`src/rtl/pipeline_hazard_ctrl.sv`:
```
// pipeline_hazard_ctrl: pipeline stall/flush controller for load-use, fetch wait, data-memory freeze and branch flush.
// Ports: clk, reset_n (sync, active-low); IF_ID_*/ID_EX_* describe the ID and EX instructions;
// EX_branch_taken resolves a taken branch; imem_busy/dmem_busy report memory wait states.
// Outputs: combined_stall, hazard_stall cause code, EX_clear_IF_ID flush, PC/IF_ID write enables,
// sticky mem_timeout_err. Defining STALL_PERF_CNT_EN adds stall_cycles and flush_count counters.
module pipeline_hazard_ctrl #(
  parameter int unsigned MEM_TIMEOUT = 255
) (
  input  logic        clk,
  input  logic        reset_n,
  input  logic        IF_ID_enable_out,
  input  logic [4:0]  IF_ID_Rs1,
  input  logic [4:0]  IF_ID_Rs2,
  input  logic        ID_EX_enable_out,
  input  logic        ID_EX_MemRead,
  input  logic [4:0]  ID_EX_Rd,
  input  logic        EX_branch_taken,
  input  logic        imem_busy,
  input  logic        dmem_busy,
  output logic        combined_stall,
  output logic [1:0]  hazard_stall,
  output logic        EX_clear_IF_ID,
  output logic        PC_write_en,
  output logic        IF_ID_write_en,
  output logic        mem_timeout_err
`ifdef STALL_PERF_CNT_EN
  ,
  output logic [31:0] stall_cycles,
  output logic [31:0] flush_count
`endif
);
  typedef enum logic [1:0] {RUN, LU_BUBBLE, MEM_FREEZE, FLUSH_PEND} state_t;
  state_t state, next_state;
  logic flush_pending;
  logic [15:0] freeze_cnt;
  logic [16:0] freeze_inc;
  logic load_use, lu_eff, freezing, entering;
  logic [1:0] hs;
  logic clr;
  assign load_use = ID_EX_enable_out && ID_EX_MemRead && ID_EX_Rd != 5'd0 && IF_ID_enable_out &&
                    (ID_EX_Rd == IF_ID_Rs1 || ID_EX_Rd == IF_ID_Rs2);
  // the bubble cycle masks the hazard it was inserted for
  assign lu_eff = load_use && state != LU_BUBBLE;
  assign freezing = state == MEM_FREEZE && dmem_busy;
  assign entering = state != MEM_FREEZE && next_state == MEM_FREEZE;
  assign freeze_inc = {1'b0, freeze_cnt} + 17'd1;
  always_ff @(posedge clk)
    if (!reset_n) state <= RUN;
    else state <= next_state;
  // a freeze exit with a remembered branch detours through FLUSH_PEND; otherwise normal RUN rules apply
  always_comb
    next_state = dmem_busy ? MEM_FREEZE
               : state == FLUSH_PEND ? RUN
               : (state == MEM_FREEZE && flush_pending) ? FLUSH_PEND
               : (!EX_branch_taken && lu_eff) ? LU_BUBBLE : RUN;
  // outputs are forced idle while reset_n is low, whatever the inputs
  always_comb begin
    hs = dmem_busy ? 2'b10
       : (state == FLUSH_PEND || EX_branch_taken) ? 2'b00
       : lu_eff ? 2'b01
       : imem_busy ? 2'b11 : 2'b00;
    clr = !dmem_busy && (state == FLUSH_PEND || EX_branch_taken);
    hazard_stall = reset_n ? hs : 2'b00;
    combined_stall = reset_n && hs != 2'b00;
    EX_clear_IF_ID = reset_n && clr;
    PC_write_en = !combined_stall;
    IF_ID_write_en = !combined_stall;
  end
  always_ff @(posedge clk)
    if (!reset_n) begin
      flush_pending <= 1'b0;
      freeze_cnt <= '0;
      mem_timeout_err <= 1'b0;
    end else begin
      flush_pending <= dmem_busy ? flush_pending | EX_branch_taken
                     : state == FLUSH_PEND ? 1'b0 : flush_pending;
      freeze_cnt <= entering ? 16'd0
                  : (freezing && freeze_cnt != 16'hFFFF) ? freeze_inc[15:0] : freeze_cnt;
      if (freezing && 32'(freeze_inc) >= MEM_TIMEOUT) mem_timeout_err <= 1'b1;
    end
`ifdef STALL_PERF_CNT_EN
  always_ff @(posedge clk)
    if (!reset_n) begin
      stall_cycles <= '0;
      flush_count <= '0;
    end else begin
      stall_cycles <= stall_cycles + 32'(combined_stall && stall_cycles != 32'hFFFF_FFFF);
      flush_count <= flush_count + 32'(EX_clear_IF_ID && flush_count != 32'hFFFF_FFFF);
    end
`endif
endmodule
```
`config.mk`:
```
export PLATFORM = sky130hd
export DESIGN_NAME = pipeline_hazard_ctrl
export DESIGN_NICKNAME = d
export VERILOG_FILES = /design/src/rtl/pipeline_hazard_ctrl.sv
export SDC_FILE = /design/constraint.sdc
export NUM_CORES = 1
export LEC_CHECK = 0
export BUFFER_PORTS_ARGS = -buffer_cell sky130_fd_sc_hd__clkbuf_2
export CAP_MARGIN = 40
export CORE_ASPECT_RATIO = 1.75
export CORE_MARGIN = 1.5
export CORE_UTILIZATION = 45
export DETAILED_ROUTE_END_ITERATION = 10
export PLACE_DENSITY_LB_ADDON = 0.08
export SYNTH_ARGS = -nofsm -noshare
export SYNTH_HDL_FRONTEND = slang
export SYNTH_SLANG_ARGS = --single-unit
```
`constraint.sdc`:
```
create_clock -name clk -period 2.45 [get_ports clk]
set_input_delay 0.245 -clock clk [delete_from_list [all_inputs] [get_ports clk]]
set_output_delay 0.245 -clock clk [all_outputs]
set_load 0.02 [all_outputs]
```
Yosys cells after proc, flatten, opt, wreduce, memory -nomap -nowiden --
Cells that the tools add are included.
Storage, ports and cells: bits of input ports 23, logic and storage cells 50, output and inout port bits 7, register bits after elaboration 20
Operators by class: reductions and logical operators 23, bitwise logic cells 2, mux-type cells 11, $add $sub $neg 1, $lt $le $gt $ge 1, equality and inequality tests 8
Operators with widths (count):
- $add 16x1->17 const B | 1
- $ge 17x8->1 const B | 1
- $mux 2 | 8
- $ne 16x16->1 const B | 1
- $logic_and 1x1->1 | 14
- $eq 5x5->1 | 2
- $eq 2x2->1 const B | 3
- $reduce_bool 5->1 | 1
- $reduce_bool 2->1 | 2
- $logic_not 1->1 | 3
- $mux 1 | 3
- $logic_or 1x1->1 | 2
- $ne 2x1->1 const B | 1
- $ne 2x2->1 const B | 1
- $reduce_or 2->1 | 1
- $not 1->1 | 1
- $or 1x1->1 | 1

Longest topological paths before layout --
word-level depth 13, mapped depth 8, mapped depth without buffers 6

Least setup slack after synthesis --
OpenSTA, ideal clock, no wires.
path kind input to output, from in ID_EX_Rd[1], to out PC_write_en, data arrival time 1.973 ns, data required time 2.205 ns, setup slack 0.232 ns, buffers on the path 1, stages on the path 5, cells stage by stage or4_1 > o21ai_0 > nor2_1 > o31ai_1 > buf_4
On the way: longest elaborated chain between the ends 11, elaborated cells between the ends (all ways) 14, classes of those cells eq/ne: 2; mux: 3; reduce/logical: 9
RTL lines:
- start, declared | RTL line 16 | input logic [4:0] ID_EX_Rd,
- $reduce_bool 5->1 | RTL line 40 | assign load_use = ID_EX_enable_out && ID_EX_MemRead && ID_EX_Rd != 5'd0 && IF_ID_enable_out &&
- $logic_and 1x1->1 (2 in series) | RTL line 40
- $logic_and 1x1->1 (*) | RTL line 40
- $logic_and 1x1->1 (*) | RTL line 43 | assign lu_eff = load_use && state != LU_BUBBLE;
- $mux 2 (*) | RTL line 60 | : lu_eff ? 2'b01
- $mux 2 (*) | RTL line 59 | : (state == FLUSH_PEND || EX_branch_taken) ? 2'b00
- $mux 2 (*) | RTL line 58 | hs = dmem_busy ? 2'b10
- $reduce_bool 2->1 (*) | RTL line 64 | combined_stall = reset_n && hs != 2'b00;
- $logic_and 1x1->1 (*) | RTL line 64
- $logic_not 1->1 (*)
- end, declared | RTL line 23 | output logic PC_write_en,
Mark *: on every way between the ends. The rest lies on a longest branch, timed or not.

Worst setup path in the final report --
from in ID_EX_Rd[1], to out IF_ID_write_en
On the way: longest elaborated chain between the ends 11, elaborated cells between the ends (all ways) 14, classes of those cells eq/ne: 2; mux: 3; reduce/logical: 9
RTL lines:
- $reduce_bool 5->1 | RTL line 40
- $logic_and 1x1->1 (2 in series) | RTL line 40
- $logic_and 1x1->1 (*) | RTL line 40
- $logic_and 1x1->1 (*) | RTL line 43
- $mux 2 (*) | RTL line 60
- $mux 2 (*) | RTL line 59
- $mux 2 (*) | RTL line 58
- $reduce_bool 2->1 (*) | RTL line 64
- $logic_and 1x1->1 (*) | RTL line 64
- $logic_not 1->1 (*) | RTL line 67 | IF_ID_write_en = !combined_stall;
- end, declared | RTL line 24 | output logic IF_ID_write_en,
Marks and branches as above.

==> impl_metrics.py <==
metrics = {
    "logic_synthesis": {
        "synth_compound_area_frac": 0.2327,
        "synth.avg_cell_area_um2": 8.198,
        "ys_types": 46,
        "synth_flop_cell": "dfxtp_1",
        "yosysMostFrequentCell": "dfxtp_1",
        "yosysWarnings": 0,
        "synthMuxAreaShare": 0.01349,
        "synth_top_family_by_area": "simple AND/OR/NAND/NOR gates",
        "yosys.area_share.adder": 0.01686,
        "ys_seq_area_frac": 0.2698,
        "synth_xor_area_frac": 0.1239,
        "yosys.area_share.simple": 0.2715,
        "synth_cells": 181,
        "synth.cell_area_um2": 1484,
        "syn_nets": 206,
        "synth.largest_area_cell": "dfxtp_1",
        "synth_top_area_share": 0.2698,
        "ys_async_sr_fraction": 0,
        "yosys-top-cells-count": "dfxtp_1, nor2_1, xor2_1, a21oi_1, nand2_1",
        "synth_area_leaders": "dfxtp_1, xor2_1, nor2_1",
        "ys_seq_elements": 20,
        "synth_edf_count": 0,
    },
    "worst_setup_path": {
        "start_kind": "input pin",
        "end_kind": "primary output",
        "worstPathMaxFanout": 3,
        "path_delay_family": "simple AND/OR/NAND/NOR gates",
        "arrival_ps": 1820,
        "worstPathRequired_ps": 2200,
        "crit_slowest_cell": "or4_1",
        "worst-path-buf-inv": 2,
        "path_class": "input pin to primary output",
        "worstPathCellList": "clkbuf_2 -> or4_1 -> o21ai_0 -> nor2_1 -> o31ai_1 -> clkbuf_2",
        "cp_common_cell": "clkbuf_2",
        "slowest_delay_ps": 540,
    },
    "power": {
        "netSwitchingFraction": 0.2228,
        "p_clk_frac": 0.439,
        "vdd_ir_drop_max_mv": 0.2762,
        "p_sw_w": 0.0001675,
        "power_density_nw_per_um2": 446.0,
        "power_frac_seq": 0.441,
        "p_int_w": 0.0005842,
        "power.leakage_nw": 0.6345,
        "p_total_w": 0.0007517,
        "power_frac_comb": 0.120,
    },
    "clocking": {
        "clkTransAtPathRegs_ps": 80,
        "clock-root-buffer": "clkbuf_8",
        "cts_resized": 0,
        "cts_buffers": 3,
        "post-cts-setup-buffer-count": 0,
        "clk_latency_ps": 260,
        "clockBufferDepth": 2,
        "cts_tree": "built",
        "cts_sinks": 20,
        "htreeDepth": 1,
        "ctsHoldBuffers": 0,
    },
    "placed_design": {
        "dp_slack_ps": 372.6,
        "gp_congestion": 0.7542,
        "place_area_um2": 1614,
        "place_hpwl_um": 2768,
        "placed_cells": 244,
        "io_buffers": 29,
    },
    "global_routing": {
        "grt_first_pass_wirelength_um": 5699,
        "grt.overflow.total": 0,
        "grtUsageTotal": 0.2054,
        "antenna_found_initial": 0,
        "grt_max_degree": 17,
        "grt_pass1_vias": 1382,
    },
    "detailed_routing": {
        "vias_per_cell": 5.702,
        "drc": 0,
        "wl_per_cell_um": 13.83,
        "vias": 1414,
        "drtIter0Drc": 31,
        "dr.pass1.iters": 4,
        "drt-total-wl_um": 3430,
        "ant_nets": 0,
    },
    "sta": {
        "drv_slew": 0,
        "worst_slew_margin_rel": 0.7078,
        "period_needed_ps": 2068,
        "final.setup_skew_ps": 8.984,
        "fmax_mhz": 483.5,
        "rsz0062_at_grt": "no",
        "hold_violations": 0,
        "final.setup.worst_slack_ps": 381.7,
        "worstMarginPinSlew_ps": 436.9,
        "post-route-period-util": 0.8442,
        "finalSetupViolCount": 0,
        "fin_setup_tns_ps": 0,
    },
    "layout": {
        "nets": 231,
        "antennaDiodeCount": 0,
        "design_area_um2": 1685,
        "syn_to_final_growth_pct": 13.58,
        "stdcell_count": 248,
        "drive_gt1_frac": 0.2098,
    },
    "die": {
        "num_rows": 27,
        "core_area_um2": 3142,
        "die_x_um": 46.41,
        "fp.dieArea_um2": 3665,
        "die_h_um": 78.97,
        "io_pins": 30,
        "initial_core_util": 0.4723,
    },
    "outcome": {
        "outcome": "completed",
    },
    "worst_hold_path": {
        "min_path_type": "input pin to flip-flop",
    },
    "job": {
        "cap_violations": 0,
    },
}
-- state kept, by name (all words and copies together) (netlist names) --
| register | count |
|---|---|
| mem_timeout_err | 1 |
| state | 2 |
| freeze_cnt | 16 |
| flush_pending | 1 |
-- through the flow --
| stage | hold WS [ps] | utilization |
|---|---|---|
| floorplan | 373.2 | - |
| global placement | 491.1 | 0.5137 |
| detailed placement | 510.5 | 0.5137 |
| CTS | 265.4 | 0.5364 |
| global route | 277.7 | 0.5364 |
| finish | 249.1 | 0.5364 |
-- cells in the final DEF, fill, tap and decap left out, drive strengths merged, types with 3 or more instances in the layout --
cell / n
nor3b: 3
o31ai: 6
a21oi: 10
or3: 3
dfxtp: 20
inv: 6
xor2: 16
o211ai: 4
o2111ai: 4
or4: 4
and4: 3
a31oi: 4
nor2: 18
nor2b: 5
nor3: 7
nand4: 4
o21ai: 9
clkbuf: 32
xnor2: 5
nand2: 9
and3: 3
nand3: 7
-- path summary, 6_finish.rpt --
| kind | from | endpoint | slack [ps] | depth (start not counted) |
|---|---|---|---|---|
| worst min-delay path | EX_branch_taken | flush_pending | 250 | 3 |
| worst min register to register | flush_pending | flush_pending | 520 | 2 |
| worst max-delay path | ID_EX_Rd[1] | IF_ID_write_en | 380 | 6 |
| worst max register to register | freeze_cnt[0] | mem_timeout_err | 580 | 6 |
-- logic make-up after synthesis --
family                   after synthesis
AND/OR/NAND/NOR                       70
multiplexers                           2
XOR/XNOR                              21
buffers and inverters                 17
adder cells (fa/ha/maj)                2
AO/OA/AOI/OAI                         49
flip-flops                            20
-- worst reg2reg max path, cell delays in order, from the launching register on --
cell and delay, ps:
dfxtp_1 430, ha_1 390, inv_1 150, nor3b_1 210, a31oi_1 60, o41a_1 420, a31oi_1 140
-- layout make-up --
class / count / area [µm²]
timing repair buffer: 31 / 160.2
sequential: 20 / 400.4
fill: 327 / 1456
clock buffer: 3 / 41.29
multi-input combinational: 144 / 977.2
clock inverter: 1 / 30.03
tap: 43 / 53.80
inverter: 6 / 22.52
-- power groups by stage --
stage	registers (W)	logic (W)	clock network [W]
2_1_floorplan	0.000338	0.0000533	0
3_3_place_gp	0.000339	0.0000880	0
3_5_place_dp	0.000339	0.0000914	0
4_1_cts	0.000331	0.0000916	0.000333
5_1_grt	0.000332	0.000100	0.000349
6_report	0.000331	0.0000901	0.000330
-- routing by layer --
metal	vias up	share of wire	global-route usage
met5	-	0	0
met4	0	0.027	0.09429
met3	10	0.033	0.01591
met2	35	0.57	0.3889
met1	658	0.37	0.2076
li1	711	-	-
No activity file was read; power rests on OpenSTA's default activity.
